$ cat config.mk
export PLATFORM = sky130hd
export DESIGN_NAME = sdram_axi_traffic_gen_flat
export DESIGN_NICKNAME = d
export VERILOG_FILES = /design/src/rtl/sdram_axi_pkg.sv /design/src/rtl/sdram_axi_traffic_gen_if.sv /design/src/rtl/sdram_pattern_gen.sv /design/src/rtl/sdram_axi_traffic_gen.sv /design/src/flat_wrapper.sv
export SDC_FILE = /design/constraint.sdc
export NUM_CORES = 1
export LEC_CHECK = 0
export ABC_AREA = 1
export CAP_MARGIN = 40
export CORE_MARGIN = 3
export CORE_UTILIZATION = 40
export CTS_CLUSTER_DIAMETER = 60
export CTS_CLUSTER_SIZE = 28
export DETAILED_ROUTE_END_ITERATION = 12
export HOLD_SLACK_MARGIN = 0.1
export PLACE_DENSITY_LB_ADDON = 0.05
export SYNTH_ARGS = -nofsm -noshare
export SYNTH_HDL_FRONTEND = slang
export SYNTH_SLANG_ARGS = --single-unit
$ cat constraint.sdc
create_clock -name clk -period 2.55 [get_ports clk]
set_clock_uncertainty 0.1 [all_clocks]
set_input_delay 0.6375 -clock clk [delete_from_list [all_inputs] [get_ports clk]]
set_output_delay 0.6375 -clock clk [all_outputs]
set_load 0.01 [all_outputs]
$ cat src/rtl/sdram_axi_pkg.sv
// Shared AXI constants and FSM encoding for the SDRAM traffic generator.
package sdram_axi_pkg;

  localparam logic [1:0] AXI_RESP_OKAY  = 2'b00;
  localparam logic [1:0] AXI_BURST_INCR = 2'b01;
  localparam logic [2:0] AXI_SIZE_16B   = 3'd1;   // 2 bytes per beat
  localparam logic [1:0] AXI_STRB_FULL  = 2'b11;

  typedef enum logic [2:0] {
    ST_IDLE,
    ST_WAIT_INIT,
    ST_WR_AW,
    ST_WR_W,
    ST_WR_B,
    ST_RD_AR,
    ST_RD_R,
    ST_DONE
  } tg_state_e;

endpackage

$ cat src/rtl/sdram_axi_traffic_gen_if.sv
// 16-bit AXI4 bundle between the traffic generator (master) and SdramController (slave).
interface sdram_axi_traffic_gen_if;
  logic        aw_valid;
  logic        aw_ready;
  logic [31:0] aw_payload_addr;
  logic [3:0]  aw_payload_id;
  logic [7:0]  aw_payload_len;
  logic [2:0]  aw_payload_size;
  logic [1:0]  aw_payload_burst;

  logic        w_valid;
  logic        w_ready;
  logic [15:0] w_payload_data;
  logic [1:0]  w_payload_strb;
  logic        w_payload_last;

  logic        b_valid;
  logic        b_ready;
  logic [3:0]  b_payload_id;
  logic [1:0]  b_payload_resp;

  logic        ar_valid;
  logic        ar_ready;
  logic [31:0] ar_payload_addr;
  logic [3:0]  ar_payload_id;
  logic [7:0]  ar_payload_len;
  logic [2:0]  ar_payload_size;
  logic [1:0]  ar_payload_burst;

  logic        r_valid;
  logic        r_ready;
  logic [15:0] r_payload_data;
  logic [3:0]  r_payload_id;
  logic [1:0]  r_payload_resp;
  logic        r_payload_last;

  modport master (
    output aw_valid, aw_payload_addr, aw_payload_id, aw_payload_len, aw_payload_size, aw_payload_burst,
    input  aw_ready,
    output w_valid, w_payload_data, w_payload_strb, w_payload_last,
    input  w_ready,
    input  b_valid, b_payload_id, b_payload_resp,
    output b_ready,
    output ar_valid, ar_payload_addr, ar_payload_id, ar_payload_len, ar_payload_size, ar_payload_burst,
    input  ar_ready,
    input  r_valid, r_payload_data, r_payload_id, r_payload_resp, r_payload_last,
    output r_ready
  );

  modport slave (
    input  aw_valid, aw_payload_addr, aw_payload_id, aw_payload_len, aw_payload_size, aw_payload_burst,
    output aw_ready,
    input  w_valid, w_payload_data, w_payload_strb, w_payload_last,
    output w_ready,
    output b_valid, b_payload_id, b_payload_resp,
    input  b_ready,
    input  ar_valid, ar_payload_addr, ar_payload_id, ar_payload_len, ar_payload_size, ar_payload_burst,
    output ar_ready,
    output r_valid, r_payload_data, r_payload_id, r_payload_resp, r_payload_last,
    input  r_ready
  );
endinterface

$ cat src/rtl/sdram_pattern_gen.sv
// Beat index -> test data. Used for both the write data and the read-back compare.
module sdram_pattern_gen #(
  parameter logic [15:0] SEED = 16'hACE1
) (
  input  logic [23:0] beat_idx,
  output logic [15:0] data
);
  // Upper index bits fold into the high byte so patterns do not repeat every 64K beats.
  assign data = beat_idx[15:0] ^ SEED ^ {beat_idx[23:16], 8'h00};
endmodule

$ cat src/rtl/sdram_axi_traffic_gen.sv
// Write/read-back self-test master for the SDRAM AXI4 slave port.
module sdram_axi_traffic_gen
  import sdram_axi_pkg::*;
#(
  parameter logic [31:0] ADDR_BASE  = 32'h0000_0000,
  parameter int          BURST_LEN  = 8,
  parameter int          NUM_BURSTS = 16,
  parameter logic [3:0]  AXI_ID     = 4'h3,
  parameter logic [15:0] SEED       = 16'hACE1
) (
  input  logic                    clk,
  input  logic                    reset,
  input  logic                    io_start,
  input  logic                    io_initDone,
  sdram_axi_traffic_gen_if.master io_axi,
  output logic                    io_busy,
  output logic                    io_done,
  output logic                    io_pass,
  output logic [15:0]             io_errorCount,
  output logic [31:0]             io_firstErrAddr
);

  localparam logic [7:0]  LAST_BEAT  = 8'(BURST_LEN - 1);
  localparam logic [15:0] LAST_BURST = 16'(NUM_BURSTS - 1);

  tg_state_e   state_q, state_d;
  logic [15:0] burst_idx_q, burst_idx_d;
  logic [7:0]  beat_q, beat_d;
  logic [15:0] err_cnt_q, err_cnt_d;
  logic [31:0] first_err_q, first_err_d;

  logic [31:0] burst_off, burst_addr, beat_addr;
  logic [23:0] beat_idx;
  logic [15:0] pat_data;
  logic        last_beat, last_burst, start_acc;
  logic        aw_hs, w_hs, b_hs, ar_hs, r_hs;
  logic        b_err, r_err, err_hit;
  logic [31:0] err_addr;

  // Address / index arithmetic; burst_off < 2^24 for all legal parameters.
  assign burst_off  = 32'(burst_idx_q) * 32'(BURST_LEN);
  assign burst_addr = ADDR_BASE + (burst_off << 1);
  assign beat_addr  = burst_addr + {23'd0, beat_q, 1'b0};
  assign beat_idx   = burst_off[23:0] + {16'd0, beat_q};

  sdram_pattern_gen #(.SEED(SEED)) u_pat (
    .beat_idx (beat_idx),
    .data     (pat_data)
  );

  assign last_beat  = (beat_q == LAST_BEAT);
  assign last_burst = (burst_idx_q == LAST_BURST);
  assign start_acc  = ((state_q == ST_IDLE) || (state_q == ST_DONE)) && io_start;

  // Handshakes qualified by state: our valids/readys are pure functions of state.
  assign aw_hs = (state_q == ST_WR_AW) && io_axi.aw_ready;
  assign w_hs  = (state_q == ST_WR_W)  && io_axi.w_ready;
  assign b_hs  = (state_q == ST_WR_B)  && io_axi.b_valid;
  assign ar_hs = (state_q == ST_RD_AR) && io_axi.ar_ready;
  assign r_hs  = (state_q == ST_RD_R)  && io_axi.r_valid;

  // A beat contributes at most one error no matter how many fields are wrong.
  assign b_err = b_hs && ((io_axi.b_payload_resp != AXI_RESP_OKAY) ||
                          (io_axi.b_payload_id != AXI_ID));
  assign r_err = r_hs && ((io_axi.r_payload_data != pat_data) ||
                          (io_axi.r_payload_resp != AXI_RESP_OKAY) ||
                          (io_axi.r_payload_id != AXI_ID) ||
                          (io_axi.r_payload_last != last_beat));
  assign err_hit  = b_err || r_err;
  assign err_addr = (state_q == ST_WR_B) ? burst_addr : beat_addr;

  // State and datapath registers.
  always_ff @(posedge clk or posedge reset) begin
    if (reset) begin
      state_q     <= ST_IDLE;
      burst_idx_q <= '0;
      beat_q      <= '0;
      err_cnt_q   <= '0;
      first_err_q <= '0;
    end else begin
      state_q     <= state_d;
      burst_idx_q <= burst_idx_d;
      beat_q      <= beat_d;
      err_cnt_q   <= err_cnt_d;
      first_err_q <= first_err_d;
    end
  end

  // Next-state logic.
  always_comb begin
    state_d = state_q;
    unique case (state_q)
      ST_IDLE, ST_DONE: if (io_start)    state_d = ST_WAIT_INIT;
      ST_WAIT_INIT:     if (io_initDone) state_d = ST_WR_AW;
      ST_WR_AW:         if (aw_hs)       state_d = ST_WR_W;
      ST_WR_W:          if (w_hs && last_beat) state_d = ST_WR_B;
      ST_WR_B:          if (b_hs)  state_d = last_burst ? ST_RD_AR : ST_WR_AW;
      ST_RD_AR:         if (ar_hs)       state_d = ST_RD_R;
      ST_RD_R:          if (r_hs && last_beat) state_d = last_burst ? ST_DONE : ST_RD_AR;
      default:          state_d = ST_IDLE;
    endcase
  end

  // Beat/burst counters and error bookkeeping.
  always_comb begin
    burst_idx_d = burst_idx_q;
    beat_d      = beat_q;
    err_cnt_d   = err_cnt_q;
    first_err_d = first_err_q;
    if (start_acc) begin
      burst_idx_d = '0;
      beat_d      = '0;
      err_cnt_d   = '0;
      first_err_d = '0;
    end else begin
      if (w_hs || r_hs)
        beat_d = last_beat ? 8'd0 : beat_q + 8'd1;
      if (b_hs || (r_hs && last_beat))
        burst_idx_d = last_burst ? 16'd0 : burst_idx_q + 16'd1;
      if (err_hit) begin
        if (err_cnt_q != 16'hFFFF) err_cnt_d = err_cnt_q + 16'd1;
        // A zero count means nothing has failed yet in this pass.
        if (err_cnt_q == 16'd0) first_err_d = err_addr;
      end
    end
  end

  // Bus and status outputs, decoded from state only.
  always_comb begin
    io_axi.aw_valid         = (state_q == ST_WR_AW);
    io_axi.aw_payload_addr  = burst_addr;
    io_axi.aw_payload_id    = AXI_ID;
    io_axi.aw_payload_len   = LAST_BEAT;
    io_axi.aw_payload_size  = AXI_SIZE_16B;
    io_axi.aw_payload_burst = AXI_BURST_INCR;

    io_axi.w_valid          = (state_q == ST_WR_W);
    io_axi.w_payload_data   = pat_data;
    io_axi.w_payload_strb   = AXI_STRB_FULL;
    io_axi.w_payload_last   = (state_q == ST_WR_W) && last_beat;

    io_axi.b_ready          = (state_q == ST_WR_B);

    io_axi.ar_valid         = (state_q == ST_RD_AR);
    io_axi.ar_payload_addr  = burst_addr;
    io_axi.ar_payload_id    = AXI_ID;
    io_axi.ar_payload_len   = LAST_BEAT;
    io_axi.ar_payload_size  = AXI_SIZE_16B;
    io_axi.ar_payload_burst = AXI_BURST_INCR;

    io_axi.r_ready          = (state_q == ST_RD_R);

    io_busy         = (state_q != ST_IDLE) && (state_q != ST_DONE);
    io_done         = (state_q == ST_DONE);
    io_pass         = (state_q == ST_DONE) && (err_cnt_q == 16'd0);
    io_errorCount   = err_cnt_q;
    io_firstErrAddr = first_err_q;
  end

endmodule

$ cat src/flat_wrapper.sv
// flat-port wrapper written by rule: the top's interface ports become plain ports
module sdram_axi_traffic_gen_flat import sdram_axi_pkg::*;
#(
  parameter logic [31:0] ADDR_BASE  = 32'h0000_0000,
  parameter int          BURST_LEN  = 8,
  parameter int          NUM_BURSTS = 16,
  parameter logic [3:0]  AXI_ID     = 4'h3,
  parameter logic [15:0] SEED       = 16'hACE1
)
  (clk, reset, io_start, io_initDone, io_busy, io_done, io_pass, io_errorCount, io_firstErrAddr, io_axi_aw_valid, io_axi_aw_payload_addr, io_axi_aw_payload_id, io_axi_aw_payload_len, io_axi_aw_payload_size, io_axi_aw_payload_burst, io_axi_aw_ready, io_axi_w_valid, io_axi_w_payload_data, io_axi_w_payload_strb, io_axi_w_payload_last, io_axi_w_ready, io_axi_b_valid, io_axi_b_payload_id, io_axi_b_payload_resp, io_axi_b_ready, io_axi_ar_valid, io_axi_ar_payload_addr, io_axi_ar_payload_id, io_axi_ar_payload_len, io_axi_ar_payload_size, io_axi_ar_payload_burst, io_axi_ar_ready, io_axi_r_valid, io_axi_r_payload_data, io_axi_r_payload_id, io_axi_r_payload_resp, io_axi_r_payload_last, io_axi_r_ready);
  sdram_axi_traffic_gen_if io_axi_i ();
  input  logic clk;
  input  logic reset;
  input  logic io_start;
  input  logic io_initDone;
  output logic io_busy;
  output logic io_done;
  output logic io_pass;
  output logic [15:0] io_errorCount;
  output logic [31:0] io_firstErrAddr;
  output wire logic [$bits(io_axi_i.aw_valid)-1:0] io_axi_aw_valid;
  output wire logic [$bits(io_axi_i.aw_payload_addr)-1:0] io_axi_aw_payload_addr;
  output wire logic [$bits(io_axi_i.aw_payload_id)-1:0] io_axi_aw_payload_id;
  output wire logic [$bits(io_axi_i.aw_payload_len)-1:0] io_axi_aw_payload_len;
  output wire logic [$bits(io_axi_i.aw_payload_size)-1:0] io_axi_aw_payload_size;
  output wire logic [$bits(io_axi_i.aw_payload_burst)-1:0] io_axi_aw_payload_burst;
  input wire logic [$bits(io_axi_i.aw_ready)-1:0] io_axi_aw_ready;
  output wire logic [$bits(io_axi_i.w_valid)-1:0] io_axi_w_valid;
  output wire logic [$bits(io_axi_i.w_payload_data)-1:0] io_axi_w_payload_data;
  output wire logic [$bits(io_axi_i.w_payload_strb)-1:0] io_axi_w_payload_strb;
  output wire logic [$bits(io_axi_i.w_payload_last)-1:0] io_axi_w_payload_last;
  input wire logic [$bits(io_axi_i.w_ready)-1:0] io_axi_w_ready;
  input wire logic [$bits(io_axi_i.b_valid)-1:0] io_axi_b_valid;
  input wire logic [$bits(io_axi_i.b_payload_id)-1:0] io_axi_b_payload_id;
  input wire logic [$bits(io_axi_i.b_payload_resp)-1:0] io_axi_b_payload_resp;
  output wire logic [$bits(io_axi_i.b_ready)-1:0] io_axi_b_ready;
  output wire logic [$bits(io_axi_i.ar_valid)-1:0] io_axi_ar_valid;
  output wire logic [$bits(io_axi_i.ar_payload_addr)-1:0] io_axi_ar_payload_addr;
  output wire logic [$bits(io_axi_i.ar_payload_id)-1:0] io_axi_ar_payload_id;
  output wire logic [$bits(io_axi_i.ar_payload_len)-1:0] io_axi_ar_payload_len;
  output wire logic [$bits(io_axi_i.ar_payload_size)-1:0] io_axi_ar_payload_size;
  output wire logic [$bits(io_axi_i.ar_payload_burst)-1:0] io_axi_ar_payload_burst;
  input wire logic [$bits(io_axi_i.ar_ready)-1:0] io_axi_ar_ready;
  input wire logic [$bits(io_axi_i.r_valid)-1:0] io_axi_r_valid;
  input wire logic [$bits(io_axi_i.r_payload_data)-1:0] io_axi_r_payload_data;
  input wire logic [$bits(io_axi_i.r_payload_id)-1:0] io_axi_r_payload_id;
  input wire logic [$bits(io_axi_i.r_payload_resp)-1:0] io_axi_r_payload_resp;
  input wire logic [$bits(io_axi_i.r_payload_last)-1:0] io_axi_r_payload_last;
  output wire logic [$bits(io_axi_i.r_ready)-1:0] io_axi_r_ready;
  assign io_axi_aw_valid = io_axi_i.aw_valid;
  assign io_axi_aw_payload_addr = io_axi_i.aw_payload_addr;
  assign io_axi_aw_payload_id = io_axi_i.aw_payload_id;
  assign io_axi_aw_payload_len = io_axi_i.aw_payload_len;
  assign io_axi_aw_payload_size = io_axi_i.aw_payload_size;
  assign io_axi_aw_payload_burst = io_axi_i.aw_payload_burst;
  assign io_axi_i.aw_ready = io_axi_aw_ready;
  assign io_axi_w_valid = io_axi_i.w_valid;
  assign io_axi_w_payload_data = io_axi_i.w_payload_data;
  assign io_axi_w_payload_strb = io_axi_i.w_payload_strb;
  assign io_axi_w_payload_last = io_axi_i.w_payload_last;
  assign io_axi_i.w_ready = io_axi_w_ready;
  assign io_axi_i.b_valid = io_axi_b_valid;
  assign io_axi_i.b_payload_id = io_axi_b_payload_id;
  assign io_axi_i.b_payload_resp = io_axi_b_payload_resp;
  assign io_axi_b_ready = io_axi_i.b_ready;
  assign io_axi_ar_valid = io_axi_i.ar_valid;
  assign io_axi_ar_payload_addr = io_axi_i.ar_payload_addr;
  assign io_axi_ar_payload_id = io_axi_i.ar_payload_id;
  assign io_axi_ar_payload_len = io_axi_i.ar_payload_len;
  assign io_axi_ar_payload_size = io_axi_i.ar_payload_size;
  assign io_axi_ar_payload_burst = io_axi_i.ar_payload_burst;
  assign io_axi_i.ar_ready = io_axi_ar_ready;
  assign io_axi_i.r_valid = io_axi_r_valid;
  assign io_axi_i.r_payload_data = io_axi_r_payload_data;
  assign io_axi_i.r_payload_id = io_axi_r_payload_id;
  assign io_axi_i.r_payload_resp = io_axi_r_payload_resp;
  assign io_axi_i.r_payload_last = io_axi_r_payload_last;
  assign io_axi_r_ready = io_axi_i.r_ready;
  sdram_axi_traffic_gen #(.ADDR_BASE(ADDR_BASE), .BURST_LEN(BURST_LEN), .NUM_BURSTS(NUM_BURSTS), .AXI_ID(AXI_ID), .SEED(SEED)) u_core (.clk(clk), .reset(reset), .io_start(io_start), .io_initDone(io_initDone), .io_axi(io_axi_i), .io_busy(io_busy), .io_done(io_done), .io_pass(io_pass), .io_errorCount(io_errorCount), .io_firstErrAddr(io_firstErrAddr));
endmodule
== Yosys cells after proc, flatten, opt, wreduce, memory -nomap -nowiden ==
Index checks and enable logic that the tools add are counted.
Widths: inputs -> output; s select.
Word-level totals
  input port bits: 38
  register bits after elaboration: 75
  output and inout bits: 173
Operators by class
  add/subtract/negate cells: 5
  reduce and logical (&&, ||, !) cells: 35
  multiplexer cells: 23
  eq/ne operators: 22
  bitwise gates (word level): 2
Operators by type and width (number)
  $mux 32: 4
  $mux 16: 6
  $add 16x1->16 const B: 2
  $mux 3: 8
  $mux 8: 3
  $add 20x9->21: 1
  $pmux 3 s7: 1
  $add 19x8->20: 1
  $eq 16x4->1 const B: 1
  $logic_not 16->1: 1
  $ne 16x16->1: 1
  $ne 16x16->1 const B: 1
  $xor 16x16->16: 1
  $reduce_bool 2->1: 7
  $logic_and 1x1->1: 13
  $eq 3x3->1 const B: 4
  $ne 2x1->1 const B: 5
  $add 8x1->8 const B: 1
  $eq 8x3->1 const B: 1
  $logic_or 1x1->1: 8
  $ne 4x2->1 const B: 2
  $not 8->8: 1
  $reduce_and 7->1: 1
  $eq 3x2->1 const B: 2
  other kinds (9): 11

== Depth between registers and ports, before layout ==
Gate-level depths: netlist of run 1.
  word-level depth: 11
  depth in mapped cells: 22

== Cells and area by module ==
Synthesis of run 1 repeated with hierarchy kept, for this count alone.
Second synthesis, totals
  cells, all modules: 919
  area, all modules: 5769.3 µm²
By module, submodules not included
  sdram_axi_traffic_gen: area an instance 5574.1 µm², seq. area each 1576.5 µm², instances 1, cells each 871
  sdram_pattern_gen: area an instance 195.2 µm², seq. area each 0.0 µm², instances 1, cells each 48

== Least setup slack after synthesis of run 1 ==
No wires, ideal clock.
  path type: register to register
  from: register u_core.burst_idx_q[0]
  to: register u_core.err_cnt_q[5] (netlist: u_core.io_errorCount[5])
  path buffers: 2
  required time: 2.333 ns
  cell stages (with the launch flop): 21
  period minus slack after synthesis: 2.784 ns
  arrival: 2.567 ns
  slack: -0.234 ns
  cells stage by stage: dfrtp_1 -> ha_1 -> fa_1 -> nand2_1 -> nand2_2 -> nand3_1 -> nand2_2 -> nand2_1 -> nand2_1 -> nand2_1 -> nor2_1 -> nor2_1 -> nand3_1 -> nor2_1 -> nand2_1 -> nand2_1 -> nand2_1 -> buf_6 -> buf_4 -> nand3_1 -> nand2_1
On the way
  longest elaborated chain between the ends: 11
RTL lines
  start: declaration: line sdram_axi_traffic_gen.sv:27  | logic [15:0] burst_idx_q, burst_idx_d;
  start signal: assignment: line sdram_axi_traffic_gen.sv:82  | burst_idx_q <= burst_idx_d;
  $add 19x8->20: line sdram_axi_traffic_gen.sv:44  | assign beat_idx = burst_off[23:0] + {16'd0, beat_q};
  $not 8->8 (no line)
  $xor 16x16->16: line sdram_pattern_gen.sv:9  | assign data = beat_idx[15:0] ^ SEED ^ {beat_idx[23:16], 8'h00};
  named net io_axi_w_payload_data[13]: line flat_wrapper.sv:29  | output wire logic [$bits(io_axi_i.w_payload_data)-1:0] io_axi_w_payload_data;
  $ne 16x16->1: line sdram_axi_traffic_gen.sv:65  | assign r_err = r_hs && ((io_axi.r_payload_data != pat_data) ||
  $logic_or 1x1->1: line sdram_axi_traffic_gen.sv:65
  $logic_or 1x1->1: line sdram_axi_traffic_gen.sv:66  | (io_axi.r_payload_resp != AXI_RESP_OKAY) ||
  $logic_or 1x1->1: line sdram_axi_traffic_gen.sv:67  | (io_axi.r_payload_id != AXI_ID) ||
  $logic_and 1x1->1: line sdram_axi_traffic_gen.sv:65
  $logic_or 1x1->1: line sdram_axi_traffic_gen.sv:69  | assign err_hit = b_err || r_err;
  $reduce_bool 2->1 (no line)
  $reduce_and 2->1 (no line)
  end signal: assignment: line sdram_axi_traffic_gen.sv:84  | err_cnt_q <= err_cnt_d;
  end: declaration: line sdram_axi_traffic_gen.sv:29  | logic [15:0] err_cnt_q, err_cnt_d;
The timed path passes the listed nets, and every way through them passes these cells.
A chain may end at the register's enable or synchronous reset.

== Worst setup path after layout of run 1 ==
  from: register u_core.burst_idx_q[0]
  to: register u_core.err_cnt_q[7] (netlist: u_core.io_errorCount[7])
On the way
  longest elaborated chain between the ends: 11
RTL lines (line)
  $add 19x8->20 *: sdram_axi_traffic_gen.sv:44
  $not 8->8 (no line)
  $xor 16x16->16 *: sdram_pattern_gen.sv:9
  $ne 16x16->1 *: sdram_axi_traffic_gen.sv:65
  $logic_or 1x1->1 *: sdram_axi_traffic_gen.sv:65
  $logic_or 1x1->1 *: sdram_axi_traffic_gen.sv:66
  $logic_or 1x1->1 *: sdram_axi_traffic_gen.sv:67
  $logic_and 1x1->1 *: sdram_axi_traffic_gen.sv:65
  $logic_or 1x1->1 *: sdram_axi_traffic_gen.sv:69
  $reduce_bool 2->1 (no line) *
  $reduce_and 2->1 (no line) *
Mark *: on every way between the ends. The rest lies on a longest branch, timed or not.

==> results of run 1 <==
## tightest hold or removal path, cell delays in order (launching register included)
cell and delay, ns:
dfrtp_1 0.34, nand2_1 0.05, nand2_1 0.04
## repair_timing
action / CTS / global route
setup endpoints to repair: 50 / 58
pin swaps: 37 / 27
gates resized for setup: 176 / 44
cloned: 2 / 0
setup buffers: 14 / 8
## placed cells by master (no fill, tap or decap), types with 5 or more instances in the layout
cell type and instances:
clkbuf_16 9, o21ai_0 32, conb_1 80, nand3_4 5
nand2_2 69, nand3_1 52, nand2_4 7, a21oi_1 40
inv_1 94, nor2_4 6, inv_2 10, ha_1 5
nand4_1 5, nand2_1 158, nand3_2 38, buf_4 110
dfrtp_1 61, nor2_1 59, nor4_1 5, nor3_1 26
nor2_2 9, buf_6 17, clkdlybuf4s50_1 115
## state kept, by name, summed over array words and instances, names as in the netlist
register	count
u_core.io_firstErrAddr	20
u_core.io_errorCount	16
u_core.beat_q	8
u_core.state_q	3
u_core.burst_idx_q	16
## synthesized netlist by cell type (all sizes together) (3+ instances only)
cell type,instances
nand2,237
buf,113
inv,104
nand3,95
nor2,74
dfrtp,63
a21oi,43
o21ai,35
nor3,27
clkbuf,11
ha,9
nor4,6
nand4,5
o211ai,4
xor2,4
a31oi,3
nand3b,3
nor3b,3
## power groups by stage
stage / clock network, uW / logic (uW) / registers [uW]
floorplan: 0 / 2400 / 1700
CTS: 1260 / 4980 / 1600
global route: 1310 / 5560 / 1650
global placement: 0 / 4390 / 1590
finish: 1240 / 5100 / 1600
detailed placement: 0 / 4430 / 1600
## final cells by class
| class | count | share of cell area [%] |
|---|---|---|
| Clock inverter | 3 | 0.503 |
| Clock buffer | 13 | 2.96 |
| Tap cell | 176 | 2.60 |
| Timing Repair Buffer | 256 | 27.8 |
| Inverter | 105 | 4.66 |
| Multi-Input combinational cell | 643 | 42.9 |
| Sequential cell | 63 | 18.7 |
## path summary, 6_finish.rpt
check,from,to,slack [ns],cells past startpoint
setup / recovery,u_core.burst_idx_q[0],u_core.io_errorCount[7],-0.33,20
hold / removal,u_core.io_firstErrAddr[18],u_core.io_firstErrAddr[18],0.37,2
setup reg to reg,u_core.burst_idx_q[0],u_core.io_errorCount[7],-0.33,20
hold reg to reg,u_core.io_firstErrAddr[18],u_core.io_firstErrAddr[18],0.37,2
max in group asynchronous,reset,u_core.state_q[1],1.45,3
min in group asynchronous,reset,u_core.io_errorCount[12],0.60,3
## stage by stage
step / utilization (%) / hold WS [ns]
detailed placement: 54.7 / 0.365
finish: 62.9 / 0.370
CTS: 61.5 / 0.379
global placement: 54.7 / 0.356
global route: 62.9 / 0.397
floorplan: - / 0.406
## per-layer routing
| metal | vias up | share of wire [%] |
|---|---|---|
| met5 | - | 0 |
| met3 | 25 | 5.2 |
| met1 | 2882 | 45 |
| met2 | 222 | 48 |
| li1 | 3010 | - |
| met4 | 0 | 1.8 |
## kinds of logic (layout without fill, tap and decap cells)
| group | after synthesis | after routing |
|---|---|---|
| buffers and inverters | 229 | 377 |
| and+or+nand+nor | 453 | 454 |
| adders and majority gates | 10 | 10 |
| other | 2 | 80 |
| xor gates and xnor gates | 5 | 5 |
| AOI/OAI and AO/OA | 94 | 94 |
| DFF | 63 | 63 |
==> qor.csv, run 1 <==
stage,metric,value,unit
critical_path,crit path launch type,register,
critical_path,Worst path max stage delay,0.43,ns
floorplanning,Die Height,124,um
global_routing,initial antenna violation count,0,
global_routing,met3 GRT Util,3.18,%
min_path,Hold Path Class,reg -> reg,
clocking,TritonCTS clock tree,done,
global_routing,vias in the first global route,5728,
critical_path,Worst EP arrival,3.05,ns
power_and_ir_drop,Gate power share,64.3,%
routing,Routed WL,19300,um
routing,Initial DRT Pass Iterations,5,
clocking,Sink Count,63,
critical_path,Required @ worst endpoint,2.72,ns
critical_path,CP cell instances,ha_4 -> fa_2 -> buf_6 -> buf_4 -> nand3_4 -> nand2_2 -> nand3_2 -> nand3_2 -> nand3_2 -> nand2_1 -> nor2_2 -> nand3_1 -> nor2_2 -> nand2_1 -> nand2_2 -> nand2_8 -> buf_8 -> nand2_8 -> nand2_2 -> nand2_1,
clocking,clock-pin transition on the worst setup and hold timing paths,0.06,ns
yosys,asr flop ratio synth,100,%
cells_and_area,multi-input logic area,3630,um^2
yosys,Compound-Gate Fraction of Synth Area,9.26,%
power_and_ir_drop,Net Switching,3570,uW
clocking,# hold bufs at CTS,0,
placed_design,routability cong.,0.924,
timing,Final Critical Period,2.88,ns
cells_and_area,ANT cells,0,
yosys,mux share of post-synthesis cell area,0,%
cells_and_area,post-layout instance area,8470,um^2
routing,DR vias,6139,
routing,DR vias/cell,4.88,
critical_path,kind of cell adding the most delay to the critical path,simple AND/OR/NAND/NOR gates,
clocking,CTS buffer count,9,
global_routing,GRT met2 Usage,40.9,%
timing,Max Transition Viols Final,0,
timing,# setup viols final,46,
yosys,Post-synth EDFFs,0,
yosys,count of cell types in the netlist,42,
floorplanning,Die X,124,um
placed_design,placed insts,1220,
routing,DRT iter0 DRCs,430,
placed_design,Post-DP HPWL,14600,um
clocking,clock latency on the worst-skew pair,0.34,ns
global_routing,largest net degree at the start of global routing,64,
placed_design,Post-DP Area,7360,um^2
power_and_ir_drop,Pint,4370,uW
yosys,"top cells by area, synth","dfrtp_1 (28%), nand2_1 (15%), buf_4 (14%)",
power_and_ir_drop,Flop pwr share,20.1,%
routing,post-DR wirelength/cell,15.3,um
yosys,Ys Warns,0,
yosys,post-synth top area cell,dfrtp_1,
flow_run,Max-cap violations,0,
outcome,failing checks,setup timing,
clocking,Clock Tree Buf Depth,2,
power_and_ir_drop,Overall Power,7940,uW
cells_and_area,"Area growth, synth to finish",52.0,%
yosys,largest family of logic cells by synthesized area,simple AND/OR/NAND/NOR gates,
routing,Routed Antenna Nets,0,
timing,Final TNS setup,-12.85,ns
global_routing,Top Usage Layer GRT,met2,
yosys,post-synth top area share,28.3,%
critical_path,crit path buf inv count,3,
cells_and_area,nets,1126,
cells_and_area,Layout Cells excl Fill,1259,
clocking,CTS H-tree lvls,3,
yosys,Post-Synth XOR/XNOR Area,1.06,%
critical_path,"Slowest-stage cell, CP",dfrtp_2,
critical_path,Critical Path Fanout Max,8,
placed_design,input/output buffers,130,
placed_design,Setup WS pre-CTS,-0.462,ns
power_and_ir_drop,Clk network pwr share,15.6,%
outcome,status,"complete, but fails checks",
power_and_ir_drop,Peak VDD IR,0.563,mV
power_and_ir_drop,Leak Pwr,0.00422,uW
timing,slew margin rel.,65.0,%
timing,Final period util,113,%
floorplanning,Starting Density,41.4,%
yosys,Syn Inst Count,856,
floorplanning,Die ar.,15400,um^2
routing,DR DRC count,0,
global_routing,M1 GR Usage,34.1,%
floorplanning,core area,13500,um^2
global_routing,GRT Total Usage,24.9,%
yosys,"Avg Cell Area, Syn",6.50,um^2
floorplanning,# IOs,211,
global_routing,GRT Residual Overflow,0,
timing,Fin. Hold Viols,0,
power_and_ir_drop,switch share,44.9,%
timing,worst slew pin tran,0.524,ns
timing,fin worst setup slack,-0.326,ns
timing,RSZ-0062 raised after global routing,yes,
yosys,register area share after synthesis,28.3,%
yosys,synthesized area,5570,um^2
power_and_ir_drop,Cell Pwr Density,937,nW/um^2
cells_and_area,FF+latch area,1580,um^2
cells_and_area,fill count,1269,
global_routing,first-pass GRT wire length,29400,um
yosys,main flop type after synthesis,dfrtp_1,
critical_path,crit path kind,reg -> reg,
timing,fmax,0.348,GHz
yosys,Adder-Cell Fraction of Synth Area,2.38,%
floorplanning,# rows,42,
critical_path,Crit. End Element,register,
cells_and_area,share of layout cells above drive strength 1,29.4,%
clocking,Root Driver,clkbuf_16,
yosys,Simple-Gate Fraction of Synth Area,35.8,%
yosys,Synth Register Bits,63,
Power figures use the tool's default switching activity.
==> run 2, diff against run 1 <==
--- a/config.mk
+++ b/config.mk
@@ -5,7 +5,6 @@
 export SDC_FILE = /design/constraint.sdc
 export NUM_CORES = 1
 export LEC_CHECK = 0
-export ABC_AREA = 1
 export CAP_MARGIN = 40
 export CORE_MARGIN = 3
 export CORE_UTILIZATION = 40
==> qor.csv, run 2 <==
stage,metric,value,unit
outcome,status,"complete, but fails checks",
outcome,failing checks,setup timing,
routing,post-DR wirelength/cell,16.8,um
global_routing,largest net degree at the start of global routing,64,
critical_path,Worst EP arrival,3.42,ns
yosys,Commonest cells post-synth,"buf_4 (108), dfrtp_1 (63), nor2_1 (56)",
clocking,clock-pin transition on the worst setup and hold timing paths,0.05,ns
yosys,"count leader, synth",buf_4,
critical_path,CP most frequent cell,buf_6,
cells_and_area,"Area growth, synth to finish",55.1,%
min_path,Hold Path Class,reg -> reg,
min_path,hold path depth,1,
cells_and_area,"commonest non-fill, non-tap cell in the layout",buf_4,
clocking,CTS buffer count,9,
critical_path,Required @ worst endpoint,2.66,ns
flow_run,Max-cap violations,0,
global_routing,first-pass GRT wire length,27500,um
yosys,post-synth top area share,29.2,%
clocking,clock latency on the worst-skew pair,0.33,ns
critical_path,crit path kind,reg -> reg,
critical_path,"Slowest-stage cell, CP",dfrtp_1,
floorplanning,core area,12900,um^2
clocking,Clock Tree Buf Depth,2,
timing,# setup viols final,53,
yosys,Post-synth EDFFs,0,
timing,RSZ-0062 raised after global routing,yes,
routing,DR vias/cell,5.09,
placed_design,Post-DP HPWL,13200,um
placed_design,routability cong.,0.906,
routing,Routed Antenna Nets,0,
clocking,CTS H-tree lvls,3,
global_routing,initial antenna violation count,0,
critical_path,Critical Path Fanout Max,13,
timing,Final TNS setup,-29.67,ns
global_routing,vias in the first global route,5327,
cells_and_area,Largest register FFs,20,
yosys,post-synth top area cell,dfrtp_1,
global_routing,GRT Total Usage,23.5,%
timing,Fin. Hold Viols,0,
clocking,TritonCTS clock tree,done,
routing,Routed WL,17900,um
cells_and_area,share of layout cells above drive strength 1,33.7,%
critical_path,CP Depth,13,
power_and_ir_drop,Cell Pwr Density,663,nW/um^2
critical_path,Reg-to-Reg Start,u_core.beat_q[3],
power_and_ir_drop,Leak Pwr,0.00380,uW
floorplanning,# IOs,211,
floorplanning,Die ar.,14900,um^2
yosys,register area share after synthesis,29.2,%
timing,Final period util,129,%
cells_and_area,nets,936,
global_routing,GRT Residual Overflow,0,
timing,Final Critical Period,3.30,ns
critical_path,R2R Setup Slk,-0.75,ns
routing,DR vias,5426,
critical_path,crit path launch type,register,
routing,Initial DRT Pass Iterations,4,
cells_and_area,most frequent cells in the layout,"buf_4 (131), clkdlybuf4s50_1 (114), conb_1 (80)",
timing,worst hold margin,0.406,ns
floorplanning,Starting Density,41.8,%
min_path,hold endpoint,u_core.io_firstErrAddr[14],
routing,DR DRC count,0,
placed_design,input/output buffers,130,
yosys,Syn Inst Count,642,
yosys,count of cell types in the netlist,71,
power_and_ir_drop,Peak VDD IR,0.497,mV
clocking,Root Driver,clkbuf_16,
critical_path,crit path buf inv count,3,
cells_and_area,fill count,1105,
yosys,"top cells by area, synth","dfrtp_1 (29%), buf_4 (15%), xnor2_1 (4.5%)",
floorplanning,Die Height,122,um
timing,Max Transition Viols Final,0,
yosys,"Avg Cell Area, Syn",8.41,um^2
routing,DRT iter0 DRCs,338,
critical_path,Worst path max stage delay,0.41,ns
critical_path,R2R Path End,u_core.io_firstErrAddr[15],
critical_path,CP cell instances,ha_4 -> fa_2 -> a21o_1 -> buf_6 -> a22o_4 -> buf_6 -> nand3_2 -> o2111ai_2 -> nor4b_2 -> and4b_2 -> a211oi_4 -> buf_16 -> mux2_4,
min_path,hold wc startpoint,u_core.io_firstErrAddr[14],
critical_path,cells on worst reg2reg path,13,
yosys,synthesized area,5400,um^2
yosys,Ys Warns,0,
floorplanning,Die X,122,um
cells_and_area,ANT cells,0,
floorplanning,# rows,41,
critical_path,Crit. End Element,register,
critical_path,crit path from,u_core.beat_q[3],
yosys,Synth Register Bits,63,
timing,fmax,0.303,GHz
yosys,main flop type after synthesis,dfrtp_1,
timing,fin worst setup slack,-0.751,ns
yosys,asr flop ratio synth,100,%
clocking,Sink Count,63,
critical_path,kind of cell adding the most delay to the critical path,compound AO/OA/AOI/OAI gates,
[run 2: worst register-to-register path: cells and delay by family, from the launching register on]
kind / cells / cell delay, ns
compound gates: 4 / 0.70
mux: 1 / 0.31
buf+inv: 3 / 0.44
simple gates: 3 / 0.67
flops: 1 / 0.41
fa+ha+maj: 2 / 0.55
[run 2: kinds of logic after synthesis]
kind of cell / count (synthesis) / synth area share, %
multiplexers: 23 / 4.75
flip-flops: 63 / 29.2
XOR/XNOR: 51 / 9.03
AND/OR/NAND/NOR: 219 / 20.5
other: 2 / 0.139
buffers and inverters: 150 / 18.6
AO/OA/AOI/OAI: 124 / 15.3
adder cells (fa/ha/maj): 10 / 2.46
[run 2: worst max-delay path by stage]
stage	end	slack [ns]
floorplan	u_core.io_errorCount[13]	-0.60
global placement	u_core.io_errorCount[0]	-1.14
detailed placement	u_core.io_errorCount[0]	-1.07
CTS	u_core.io_firstErrAddr[15]	-0.71
global route	u_core.io_firstErrAddr[15]	-0.83
finish	u_core.io_firstErrAddr[15]	-0.75
[run 2: power by group]
group	internal, uW	switching [uW]	total, uW
clock	708	442	1150
combinational	1550	1550	3100
sequential	1180	133	1310
[run 2: metrics by stage]
step	instances	cell area [um^2]	power [uW]	setup slack [ns]	util [%]
global placement	1022	7400	4060	-1.14	57.2
CTS	1053	8060	5430	-0.711	62.4
detailed placement	1023	7420	4110	-1.07	57.4
global route	1065	8380	5890	-0.827	64.8
floorplan	720	5780	2870	-0.601	-
finish	1065	8380	5560	-0.751	64.8
[run 2: timing repair]
item	4_1_cts	5_1_grt
cloned	1	0
resized for setup	109	60
hold buffers	0	0
pin swaps	22	24
buffers inserted	15	18
endpoints found under the setup margin	60	62
[run 2: metal layers]
| metal | wire length, um | track usage [%] |
|---|---|---|
| met5 | 0 | 0 |
| met4 | 194 | 6.30 |
| met3 | 1280 | 5.39 |
| met2 | 8800 | 38.6 |
| met1 | 7630 | 31.0 |
[run 2: layout make-up]
class | instances | area (um^2) | area share (%)
Inverter | 13 | 48.8 | 0.582
Timing Repair Buffer | 293 | 2640 | 31.6
Tap cell | 172 | 215 | 2.57
Multi-Input combinational cell | 508 | 3610 | 43.1
Clock buffer | 13 | 260 | 3.11
Sequential cell | 63 | 1580 | 18.8
Clock inverter | 3 | 17.5 | 0.209
==> run 3, diff against run 2 <==
--- a/config.mk
+++ b/config.mk
@@ -6,12 +6,14 @@
 export NUM_CORES = 1
 export LEC_CHECK = 0
 export CAP_MARGIN = 40
+export CORE_ASPECT_RATIO = 0.75
 export CORE_MARGIN = 3
 export CORE_UTILIZATION = 40
 export CTS_CLUSTER_DIAMETER = 60
 export CTS_CLUSTER_SIZE = 28
 export DETAILED_ROUTE_END_ITERATION = 12
 export HOLD_SLACK_MARGIN = 0.1
+export MAX_ROUTING_LAYER = met4
 export PLACE_DENSITY_LB_ADDON = 0.05
 export SYNTH_ARGS = -nofsm -noshare
 export SYNTH_HDL_FRONTEND = slang
==> qor.csv, run 3 (synthesis gave the netlist of run 2 again) <==
stage,metric,value,unit
floorplanning,Starting Density,41.2,%
power_and_ir_drop,Clk network pwr share,23.3,%
timing,RSZ-0062 raised after global routing,yes,
clocking,CTS H-tree lvls,3,
critical_path,R2R Path End,u_core.io_firstErrAddr[13],
global_routing,initial antenna violation count,1,
clocking,clock-pin transition on the worst setup and hold timing paths,0.06,ns
timing,Final Critical Period,3.26,ns
routing,DR vias/cell,5.06,
power_and_ir_drop,Pint,3600,uW
clocking,Root Driver,clkbuf_16,
clocking,CTS buffer count,9,
flow_run,Max-cap violations,0,
routing,DR DRC count,0,
clocking,clock latency on the worst-skew pair,0.34,ns
floorplanning,core area,13100,um^2
floorplanning,Die Height,107,um
timing,Max Transition Viols Final,0,
power_and_ir_drop,Net Switching,2160,uW
critical_path,crit path kind,reg -> reg,
global_routing,GRT Residual Overflow,0,
outcome,failing checks,setup timing,
clocking,# hold bufs at CTS,0,
cells_and_area,"commonest non-fill, non-tap cell in the layout",buf_4,
routing,Routed WL,18200,um
cells_and_area,FF+latch area,1580,um^2
min_path,hold wc startpoint,u_core.io_firstErrAddr[3],
clocking,Clock Tree Buf Depth,2,
critical_path,Required @ worst endpoint,2.67,ns
critical_path,cells on worst reg2reg path,11,
placed_design,Post-DP HPWL,13200,um
critical_path,Critical Path Fanout Max,15,
clocking,Sink Count,63,
timing,Final period util,128,%
critical_path,Worst path max stage delay,0.41,ns
routing,DRT iter0 DRCs,297,
floorplanning,# rows,36,
power_and_ir_drop,Leak Pwr,0.00383,uW
critical_path,kind of cell adding the most delay to the critical path,compound AO/OA/AOI/OAI gates,
cells_and_area,multi-input logic area,3490,um^2
power_and_ir_drop,Peak VDD IR,0.454,mV
timing,worst slew pin tran,0.597,ns
routing,Initial DRT Pass Iterations,5,
global_routing,largest net degree at the start of global routing,64,
timing,slew margin rel.,59.9,%
global_routing,first-pass GRT wire length,27900,um
critical_path,crit path from,u_core.beat_q[3],
critical_path,crit path launch type,register,
cells_and_area,Layout Cells excl Fill,1072,
power_and_ir_drop,switch share,37.5,%
critical_path,CP Depth,11,
routing,post-DR wirelength/cell,17.0,um
placed_design,Setup WS pre-CTS,-0.945,ns
routing,Routed Antenna Nets,0,
critical_path,CP cell instances,ha_4 -> fa_2 -> a21o_1 -> a22o_1 -> o221ai_1 -> nor4b_2 -> and4b_2 -> buf_4 -> a211oi_4 -> buf_12 -> mux2_4,
cells_and_area,"Area growth, synth to finish",54.2,%
timing,# setup viols final,47,
placed_design,input/output buffers,130,
critical_path,end of the critical path,u_core.io_firstErrAddr[13],
power_and_ir_drop,Flop pwr share,23.1,%
power_and_ir_drop,Gate power share,53.6,%
global_routing,GRT Total Usage,23.9,%
critical_path,Crit. End Element,register,
critical_path,R2R Setup Slk,-0.71,ns
placed_design,placed insts,1027,
floorplanning,Die X,140,um
critical_path,"Slowest-stage cell, CP",dfrtp_1,
outcome,status,"complete, but fails checks",
critical_path,crit path buf inv count,2,
cells_and_area,most frequent cells in the layout,"buf_4 (147), clkdlybuf4s50_1 (110), conb_1 (80)",
cells_and_area,Largest register FFs,20,
power_and_ir_drop,Overall Power,5760,uW
placed_design,routability cong.,0.885,
timing,fmax,0.306,GHz
min_path,Hold Path Class,reg -> reg,
timing,fin worst setup slack,-0.713,ns
cells_and_area,fill count,1109,
power_and_ir_drop,Cell Pwr Density,692,nW/um^2
floorplanning,Die ar.,14900,um^2
cells_and_area,share of layout cells above drive strength 1,32.1,%
critical_path,Reg-to-Reg Start,u_core.beat_q[3],
routing,DR vias,5422,
cells_and_area,nets,943,
clocking,TritonCTS clock tree,done,
critical_path,Worst EP arrival,3.38,ns
timing,Fin. Hold Viols,0,
global_routing,vias in the first global route,5174,
floorplanning,# IOs,211,
## run 3: cell types whose count changed in the layout (fill, tap and decap cells not counted), moves of 5 or more
cell,change
buf_6,-7
buf_4,+16
mux2_4,+5
nand2_1,+5
dlygate4sd2_1,+5
mux2_2,-5
## run 3: worst register-to-register path, stage by stage (launching register included)
cell	delay [ns]
dfrtp_1	0.41
ha_4	0.18
fa_2	0.36
a21o_1	0.23
a22o_1	0.28
o221ai_1	0.27
nor4b_2	0.10
and4b_2	0.28
buf_4	0.15
a211oi_4	0.24
buf_12	0.22
mux2_4	0.33
## run 3: per-layer routing
metal	vias up	routed length, um	GRT usage, %
met2	253	8180	35.5
met5	-	0	-
li1	2565	-	-
met1	2580	8440	34.3
met3	24	1400	4.86
met4	0	216	4.63
## run 3: per-stage QoR
stage          instance area [um^2]  utilization [%]  hold WS, ns  setup TNS, ns
2_1_floorplan                  5780                -        0.384         -18.08
3_3_place_gp                   7450             56.9        0.392         -37.82
3_5_place_dp                   7450             56.9        0.395         -40.92
4_1_cts                        8100             61.8        0.415         -26.36
5_1_grt                        8330             63.5        0.427         -32.69
6_report                       8330             63.5        0.413         -27.33
## run 3: power groups by stage
stage	Sequential [uW]	Combinational (uW)	Clock (uW)
after global placement	1330	2800	0
after detailed placement	1340	2830	0
after CTS	1330	2970	1370
after floorplan	1410	1460	0
final	1330	3090	1340
after global routing	1360	3330	1420
## run 3: what timing repair did
| item | CTS | global route |
|---|---|---|
| pin swaps | 27 | 12 |
| buffers inserted | 16 | 14 |
| gates cloned | 1 | 1 |
| setup endpoints to repair | 63 | 62 |
| gates resized for setup | 113 | 29 |
## run 3: how the worst min path moves through the flow
stage          slack [ns]  cells past startpoint                    endpoint
2_1_floorplan        0.38                      1            u_core.beat_q[7]
3_3_place_gp         0.39                      1   u_core.io_firstErrAddr[1]
3_5_place_dp         0.40                      1  u_core.io_firstErrAddr[14]
4_1_cts              0.41                      1   u_core.io_firstErrAddr[5]
5_1_grt              0.43                      1  u_core.io_firstErrAddr[17]
6_report             0.41                      1   u_core.io_firstErrAddr[3]
## run 3: area by class of cell
type,count,area share (%)
Timing Repair Buffer,300,32.0
Tap cell,171,2.57
Antenna cell,1,0.0301
Multi-Input combinational cell,508,41.9
Sequential cell,63,19.0
Inverter,13,0.586
Clock inverter,7,1.14
Clock buffer,9,2.70
